<file path="config.mk">
export PLATFORM = sky130hd
export DESIGN_NAME = cordic_rot_seq
export DESIGN_NICKNAME = d
export VERILOG_FILES = /design/src/rtl/cordic_rot_seq.sv
export SDC_FILE = /design/constraint.sdc
export NUM_CORES = 1
export LEC_CHECK = 0
export ABC_AREA = 0
export CAP_MARGIN = 10
export CORE_MARGIN = 2
export CORE_UTILIZATION = 42
export CTS_CLUSTER_DIAMETER = 30
export DETAILED_ROUTE_END_ITERATION = 6
export PLACE_DENSITY = 0.65
export SLEW_MARGIN = 20
export SYNTH_ARGS = -nofsm -noshare
export SYNTH_HDL_FRONTEND = slang
export SYNTH_SLANG_ARGS = --single-unit
</file>
<file path="constraint.sdc">
create_clock -name clk -period 5.93 [get_ports clk]
set_clock_uncertainty 0.2 [all_clocks]
set_input_delay 0.593 -clock clk [delete_from_list [all_inputs] [get_ports clk]]
set_output_delay 0.593 -clock clk [all_outputs]
set_load 0.01 [all_outputs]
</file>
<file path="src/rtl/cordic_rot_seq.sv">
// rtl/cordic_rot_seq.sv - iterative circular CORDIC rotation sequencer
// One micro-rotation per clock, angle supplied by an external atan(2^-i) ROM.
module cordic_rot_seq #(
    parameter int WIDTH = 16,
    parameter int ITER  = 16
) (
    input  logic                    clk,
    input  logic                    rst_n,
    input  logic                    start,
    input  logic signed [WIDTH-1:0] x_in,
    input  logic signed [WIDTH-1:0] y_in,
    input  logic signed [WIDTH-1:0] z_in,
    output logic        [3:0]       i,
    input  logic        [15:0]      alpha_i,
    output logic                    busy,
    output logic                    done,
    output logic signed [WIDTH-1:0] x_out,
    output logic signed [WIDTH-1:0] y_out,
    output logic signed [WIDTH-1:0] z_out
);

    localparam int EW = WIDTH + 2;
    localparam logic signed [EW-1:0] SAT_MAX = EW'((1 <<< (WIDTH - 1)) - 1);
    localparam logic signed [EW-1:0] SAT_MIN = -SAT_MAX;
    localparam logic [3:0] LAST_I = 4'(ITER - 1);

    typedef enum logic [1:0] {
        IDLE,
        RUN,
        DONE
    } state_t;

    state_t state_q, state_d;
    logic [3:0] i_q, i_d;
    logic signed [EW-1:0] xr_q, xr_d, yr_q, yr_d, zr_q, zr_d;
    logic signed [EW-1:0] x_shift, y_shift, alpha_ext;
    logic signed [EW-1:0] x_step, y_step, z_step;
    logic signed [WIDTH-1:0] x_out_q, x_out_d, y_out_q, y_out_d, z_out_q, z_out_d;

    // Symmetric clamp keeps the negative full-scale code out of the results.
    function automatic logic signed [WIDTH-1:0] sat(input logic signed [EW-1:0] v);
        if (v > SAT_MAX) begin
            return SAT_MAX[WIDTH-1:0];
        end else if (v < SAT_MIN) begin
            return SAT_MIN[WIDTH-1:0];
        end else begin
            return v[WIDTH-1:0];
        end
    endfunction

    always_comb begin
        x_shift   = xr_q >>> i_q;
        y_shift   = yr_q >>> i_q;
        alpha_ext = signed'(EW'(alpha_i));
        if (!zr_q[EW-1]) begin
            x_step = xr_q - y_shift;
            y_step = yr_q + x_shift;
            z_step = zr_q - alpha_ext;
        end else begin
            x_step = xr_q + y_shift;
            y_step = yr_q - x_shift;
            z_step = zr_q + alpha_ext;
        end
    end

    always_comb begin
        state_d = state_q;
        i_d     = i_q;
        xr_d    = xr_q;
        yr_d    = yr_q;
        zr_d    = zr_q;
        x_out_d = x_out_q;
        y_out_d = y_out_q;
        z_out_d = z_out_q;
        busy    = 1'b0;
        done    = 1'b0;
        case (state_q)
            IDLE: begin
                if (start) begin
                    state_d = RUN;
                    i_d     = 4'd0;
                    xr_d    = {{2{x_in[WIDTH-1]}}, x_in};
                    yr_d    = {{2{y_in[WIDTH-1]}}, y_in};
                    zr_d    = {{2{z_in[WIDTH-1]}}, z_in};
                end
            end
            RUN: begin
                busy = 1'b1;
                xr_d = x_step;
                yr_d = y_step;
                zr_d = z_step;
                if (i_q == LAST_I) begin
                    state_d = DONE;
                    i_d     = 4'd0;
                    x_out_d = sat(x_step);
                    y_out_d = sat(y_step);
                    z_out_d = z_step[WIDTH-1:0];
                end else begin
                    i_d = i_q + 4'd1;
                end
            end
            DONE: begin
                done = 1'b1;
                if (start) begin
                    state_d = RUN;
                    i_d     = 4'd0;
                    xr_d    = {{2{x_in[WIDTH-1]}}, x_in};
                    yr_d    = {{2{y_in[WIDTH-1]}}, y_in};
                    zr_d    = {{2{z_in[WIDTH-1]}}, z_in};
                end else begin
                    state_d = IDLE;
                end
            end
            default: state_d = IDLE;
        endcase
    end

    always_ff @(posedge clk or negedge rst_n) begin
        if (!rst_n) begin
            state_q <= IDLE;
            i_q     <= 4'd0;
            xr_q    <= '0;
            yr_q    <= '0;
            zr_q    <= '0;
            x_out_q <= '0;
            y_out_q <= '0;
            z_out_q <= '0;
        end else begin
            state_q <= state_d;
            i_q     <= i_d;
            xr_q    <= xr_d;
            yr_q    <= yr_d;
            zr_q    <= zr_d;
            x_out_q <= x_out_d;
            y_out_q <= y_out_d;
            z_out_q <= z_out_d;
        end
    end

    assign i     = i_q;
    assign x_out = x_out_q;
    assign y_out = y_out_q;
    assign z_out = z_out_q;

endmodule
</file>
==> out/results.ini, run 1 <==
[die]
start_util=0.4251
die_h_um=160.4
ioPinCount=121
fp.coreArea_sq_um=24180
placementRows=57
dieWidth_um=160.4
dieArea_sq_um=25740

[sta]
worst_slew_pin_slew_ns=1.116
setup_viol=0
period_share=0.9583
slew_headroom=0.2549
maxSlewViolCount=0
fmax_ghz=0.1760
period_needed_ns=5.682
finalHoldViolations=0

[global_route]
grt_max_degree=68
overflow=0
grt_pass1_wl_um=49520
antenna_found_initial=0
grt_pass1_vias=9170
track_usage=0.2401

[finish]
area_delta_synth_final_pct=21.09
drive_gt1_frac=0.1358
fin_util=0.5147
antenna_cells=0
fin_area_sq_um=12440
fin_nets=1423

[synthesis]
synth_edf_count=0
ys.flop_type=dfrtp_1
ys_seq_area_frac=0.2630
syn_avg_cell_area_sq_um=8.769
ys_warn_count=0
syn_inst=1172
synth-seq-cells=108
async_flop_share=1.000
synth_cell_types=87
synth_fp_nets=1297
syn-cell-area_sq_um=10280

[critical_path]
crit_fanout=7
crit_path_end_kind=flip-flop
rrSetupSlack_ns=0.25
arrival_ns=5.76
crit_type=reg -> reg
required_ns=6.00
startpoint_type=flip-flop

[drt]
routed_via_density=5.866
route.detailed.wl_per_inst_um=19.35
wirelength_um=31480
route.vias.total=9544
ant_nets=0
drt-pass1-iter-count=5
drc=0
drt_iter0_markers=689

[clocking]
cts_tree=yes
postCtsHoldBufs=0
tritoncts.num_buffers=9
clockBufferDepth=2
cts_sinks=108
clk_pin_slew_ns=0.08
cts_htree_levels=3
clock_latency_ns=0.36
cts_root_buffer=clkbuf_16

[run]
max-cap-violations=0

[place]
port_buffers=120
gp_congestion=0.9278
placed_cell_area_sq_um=12020
dpl.hpwl_um=23530

[hold_path]
hp-class=in -> async

[status]
outcome=finished clean

## worst paths after layout
path | from | end | cells after the start
min in group clk | z_out[4] | z_out[4] | 2
min | rst_n | xr_q[12] | 1
min reg2reg | z_out[4] | z_out[4] | 2
max | i[0] | x_out[0] | 21
max reg2reg | i[0] | x_out[0] | 21
max in group asynchronous | rst_n | i[0] | 2
## synthesized netlist by cell type (4+ instances only)
cell type,number,area share
buf_2,7,0.0034
nand3b_1,4,0.0029
a22o_1,4,0.0034
a211o_1,4,0.0034
nand3_1,9,0.0044
nor2_1,94,0.034
buf_6,5,0.0055
a221o_1,15,0.015
xor2_1,40,0.034
inv_1,38,0.014
nor2b_1,33,0.020
or3_1,5,0.0030
dfrtp_1,108,0.26
nand2_1,117,0.043
o21ai_0,86,0.042
mux4_2,28,0.061
o31a_1,5,0.0043
o211ai_1,10,0.0073
nor3_1,20,0.0097
a31oi_1,18,0.011
nor4_1,6,0.0037
or2_2,6,0.0037
a21o_1,10,0.0073
mux2i_1,37,0.036
a41oi_1,4,0.0034
o21bai_1,9,0.0066
xnor2_1,43,0.037
mux2_2,27,0.030
o311ai_2,6,0.0095
buf_4,4,0.0029
a22oi_1,4,0.0029
ha_1,55,0.067
nand2b_1,18,0.011
and2_1,10,0.0061
o22ai_1,18,0.011
a211oi_1,24,0.018
clkbuf_1,44,0.016
buf_1,8,0.0029
a21oi_1,101,0.049
o21a_1,12,0.0088
## what timing repair did
| item | in CTS | in global routing |
|---|---|---|
| setup endpoints to repair | 0 | 33 |
| setup buffers | 0 | 9 |
| resized for setup | 0 | 14 |
## area by class of cell
class	instances	area, sq um
Inverter	38	142.6
Tap cell	324	405.4
Fill cell	2255	11730
Clock buffer	10	229.0
Clock inverter	6	77.57
Sequential cell	108	2709
Timing Repair Buffer	185	1764
Multi-Input combinational cell	956	7117
## routing by layer
metal | share of wire | GRT usage | wire (um)
met5 | 0 | 0 | 0
met4 | 0.019 | 0.06552 | 596
met3 | 0.053 | 0.02970 | 1674
met2 | 0.47 | 0.3856 | 14650
met1 | 0.46 | 0.3426 | 14560
## per-stage QoR
step | TNS [ns] | hold slack (ns) | worst slack, ns | instances
2_1_floorplan | 0 | 0.09741 | 0.3331 | 1172
3_3_place_gp | 0 | 0.2521 | 0.1549 | 1601
3_5_place_dp | 0 | 0.2616 | 0.08721 | 1601
4_1_cts | 0 | 0.05276 | 0.01417 | 1617
5_1_grt | -0.01279 | 0.08088 | -0.005120 | 1627
6_report | 0 | 0.03430 | 0.2475 | 1627
## critical path, stage by stage, from the launching register on
cell and delay, ns:
dfrtp_4 0.48, clkbuf_4 0.23, buf_4 0.13, mux4_2 0.54, mux2_2 0.30, nor2_1 0.11
a21o_1 0.16, nand3_1 0.13, nor3_1 0.22, buf_4 0.18, nand2_1 0.05, a21oi_1 0.16
o21ai_0 0.13, ha_1 0.25, or3_1 0.34, or4b_1 0.57, a41o_1 0.25, a21oi_1 0.18
xor3_2 0.37, buf_4 0.19, or2_0 0.22, a31oi_1 0.18
## cell usage in the layout (no fill, tap or decap), types with 15 or more instances in the layout
cell type        count
a221o_1             15
xor2_1              40
mux4_2              29
mux2_2              27
nand2b_1            18
mux2i_1             35
a21oi_1            101
nor3_1              20
a31oi_1             18
o22ai_1             18
o21ai_0             82
buf_4               58
nor2b_1             33
clkdlybuf4s50_1    118
dfrtp_1            105
ha_1                54
nor2_1              93
a211oi_1            24
xnor2_1             43
nand2_1            117
inv_1               38
## cell families (layout without fill, tap and decap cells)
| group | count (synthesis) | count (layout) | synth area share |
|---|---|---|---|
| flip-flops | 108 | 108 | 0.2630 |
| AND/OR/NAND/NOR | 345 | 345 | 0.1616 |
| adder cells (fa/ha/maj) | 58 | 58 | 0.07280 |
| XOR/XNOR | 85 | 85 | 0.07548 |
| multiplexers | 98 | 98 | 0.1379 |
| buffers and inverters | 108 | 239 | 0.04760 |
| AO/OA/AOI/OAI | 370 | 370 | 0.2417 |
## state kept, by name (all words and copies together), names as in the netlist
name / flops
y_out: 16
zr_q: 18
i: 4
state_q: 2
yr_q: 18
x_out: 16
xr_q: 18
z_out: 16
Power of run 1 is not shown: default switching activity piles up to over one toggle a cycle in this logic, so the estimate is an artifact.
==> inputs of run 2 (changes only) <==
--- a/config.mk
+++ b/config.mk
@@ -5,13 +5,12 @@
 export SDC_FILE = /design/constraint.sdc
 export NUM_CORES = 1
 export LEC_CHECK = 0
-export ABC_AREA = 0
 export CAP_MARGIN = 10
 export CORE_MARGIN = 2
-export CORE_UTILIZATION = 42
+export CORE_UTILIZATION = 62
 export CTS_CLUSTER_DIAMETER = 30
 export DETAILED_ROUTE_END_ITERATION = 6
-export PLACE_DENSITY = 0.65
+export PLACE_DENSITY = 0.87
 export SLEW_MARGIN = 20
 export SYNTH_ARGS = -nofsm -noshare
 export SYNTH_HDL_FRONTEND = slang
==> constraint.sdc (replaced) <==
create_clock -name clk -period 7 [get_ports clk]
set_clock_uncertainty 0.2 [all_clocks]
set_input_delay 0.7 -clock clk [delete_from_list [all_inputs] [get_ports clk]]
set_output_delay 0.7 -clock clk [all_outputs]
set_load 0.01 [all_outputs]
==> out/results.ini, run 2 (synthesized netlist as in run 1, its figures left out) <==
[clocking]
cts_tree=yes
cts_sinks=108
clockBufferDepth=2
clk_pin_slew_ns=0.09
cts_root_buffer=clkbuf_16
tritoncts.num_buffers=9
postCtsHoldBufs=0
cts_resized=0
postCtsSetupBuffers=0
cts_htree_levels=3
clock_latency_ns=0.38

[drt]
dr_wl_met3_um=2635
drc=0
dr_wl_met2_um=13760
route.detailed.wl_per_inst_um=20.36
routed_via_density=6.593
drt_iter0_markers=1084
route.vias.total=9718
ant_nets=0
highest_layer=met4
drt-pass1-iter-count=5
wirelength_um=30000
wl_met1_um=12590

[global_route]
antenna_found_initial=0
track_usage=0.3445
overflow=0
grt_max_degree=67
grt_pass1_wl_um=48680
grt_pass1_vias=9188

[critical_path]
slowest_delay_ns=0.71
startpoint_type=flip-flop
cp_top_family=compound AO/OA/AOI/OAI gates
path_buf_inv=1
crit_path_end_kind=flip-flop
slowest_stage=dfrtp_2
crit_chain=buf_12 > mux2_1 > mux2_2 > mux4_2 > or3b_2 > nor2b_1 > nor2b_1 > o32a_1 > mux2i_1 > a31oi_1 > ha_1 > nand2_1 > o21ai_0 > o31a_1 > a41oi_1 > xnor2_1 > a21oi_1 > nand4_1 > a21oi_4 > a21oi_1
crit_type=reg -> reg
required_ns=7.00
crit_fanout=31
arrival_ns=6.42
rrSetupSlack_ns=0.58

[sta]
grt_setup_unrepaired=no
setup_viol=0
period_needed_ns=6.418
fmax_ghz=0.1558
setup_tns_ns=0
maxSlewViolCount=0
period_share=0.9169
finalHoldViolations=0
worst_slew_pin_slew_ns=0.9846
slew_headroom=0.3429

[finish]
area_delta_synth_final_pct=15.67
layout_commonest_cell=clkdlybuf4s50_1
drive_gt1_frac=0.09729
reg_top3=xr_q (18), yr_q (18), zr_q (18)
fin_nets=1374
antenna_cells=0
final_cell_mix=118 x clkdlybuf4s50_1, 117 x nand2_1, 105 x dfrtp_1
fill_cells=1201

[die]
dieArea_sq_um=17620
dieWidth_um=132.8
placementRows=47
start_util=0.6264
die_h_um=132.8
ioPinCount=121
fp.coreArea_sq_um=16410

[hold_path]
hp-class=in -> async

[run]
max-cap-violations=0

[place]
port_buffers=120
gp_congestion=0.9806
dpl.hpwl_um=21930

[status]
outcome=finished clean

-- run 2: worst paths after layout --
kind                          start         end  cells past startpoint
hold / removal                rst_n    yr_q[12]                      1
min in group clk           z_out[6]    z_out[6]                      2
max in group asynchronous     rst_n  state_q[0]                      2
hold reg to reg            z_out[6]    z_out[6]                      2
setup / recovery               i[0]    y_out[1]                     20
setup reg to reg               i[0]    y_out[1]                     20
-- run 2: cell type report --
cell class,instances,area [sq um],share of cell area
clock inverter,7,91.34,0.007683
timing repair buffer,136,1346,0.1133
multi-input combinational,956,7101,0.5973
tap,220,275.3,0.02316
sequential,108,2706,0.2277
clock buffer,9,225.2,0.01895
inverter,38,142.6,0.01200
-- run 2: per-stage QoR --
step / hold slack [ns] / instances / utilization / cell area (sq um) / setup WS, ns
after floorplan: 0.2044 / 1172 / - / 10280 / 1.403
after global placement: 0.2554 / 1457 / 0.7031 / 11540 / 0.7963
after detailed placement: 0.2601 / 1457 / 0.7031 / 11540 / 0.5411
after CTS: 0.1387 / 1473 / 0.7224 / 11850 / 0.4796
after global routing: 0.1717 / 1474 / 0.7245 / 11890 / 0.1336
final: 0.1125 / 1474 / 0.7245 / 11890 / 0.5818
-- run 2: metal layers --
layer	GRT usage	vias up
li1	-	4482
met3	0.07739	86
met2	0.5348	525
met5	0	-
met4	0.1278	0
met1	0.4738	4625
Power of run 2 is left out for the same reason.
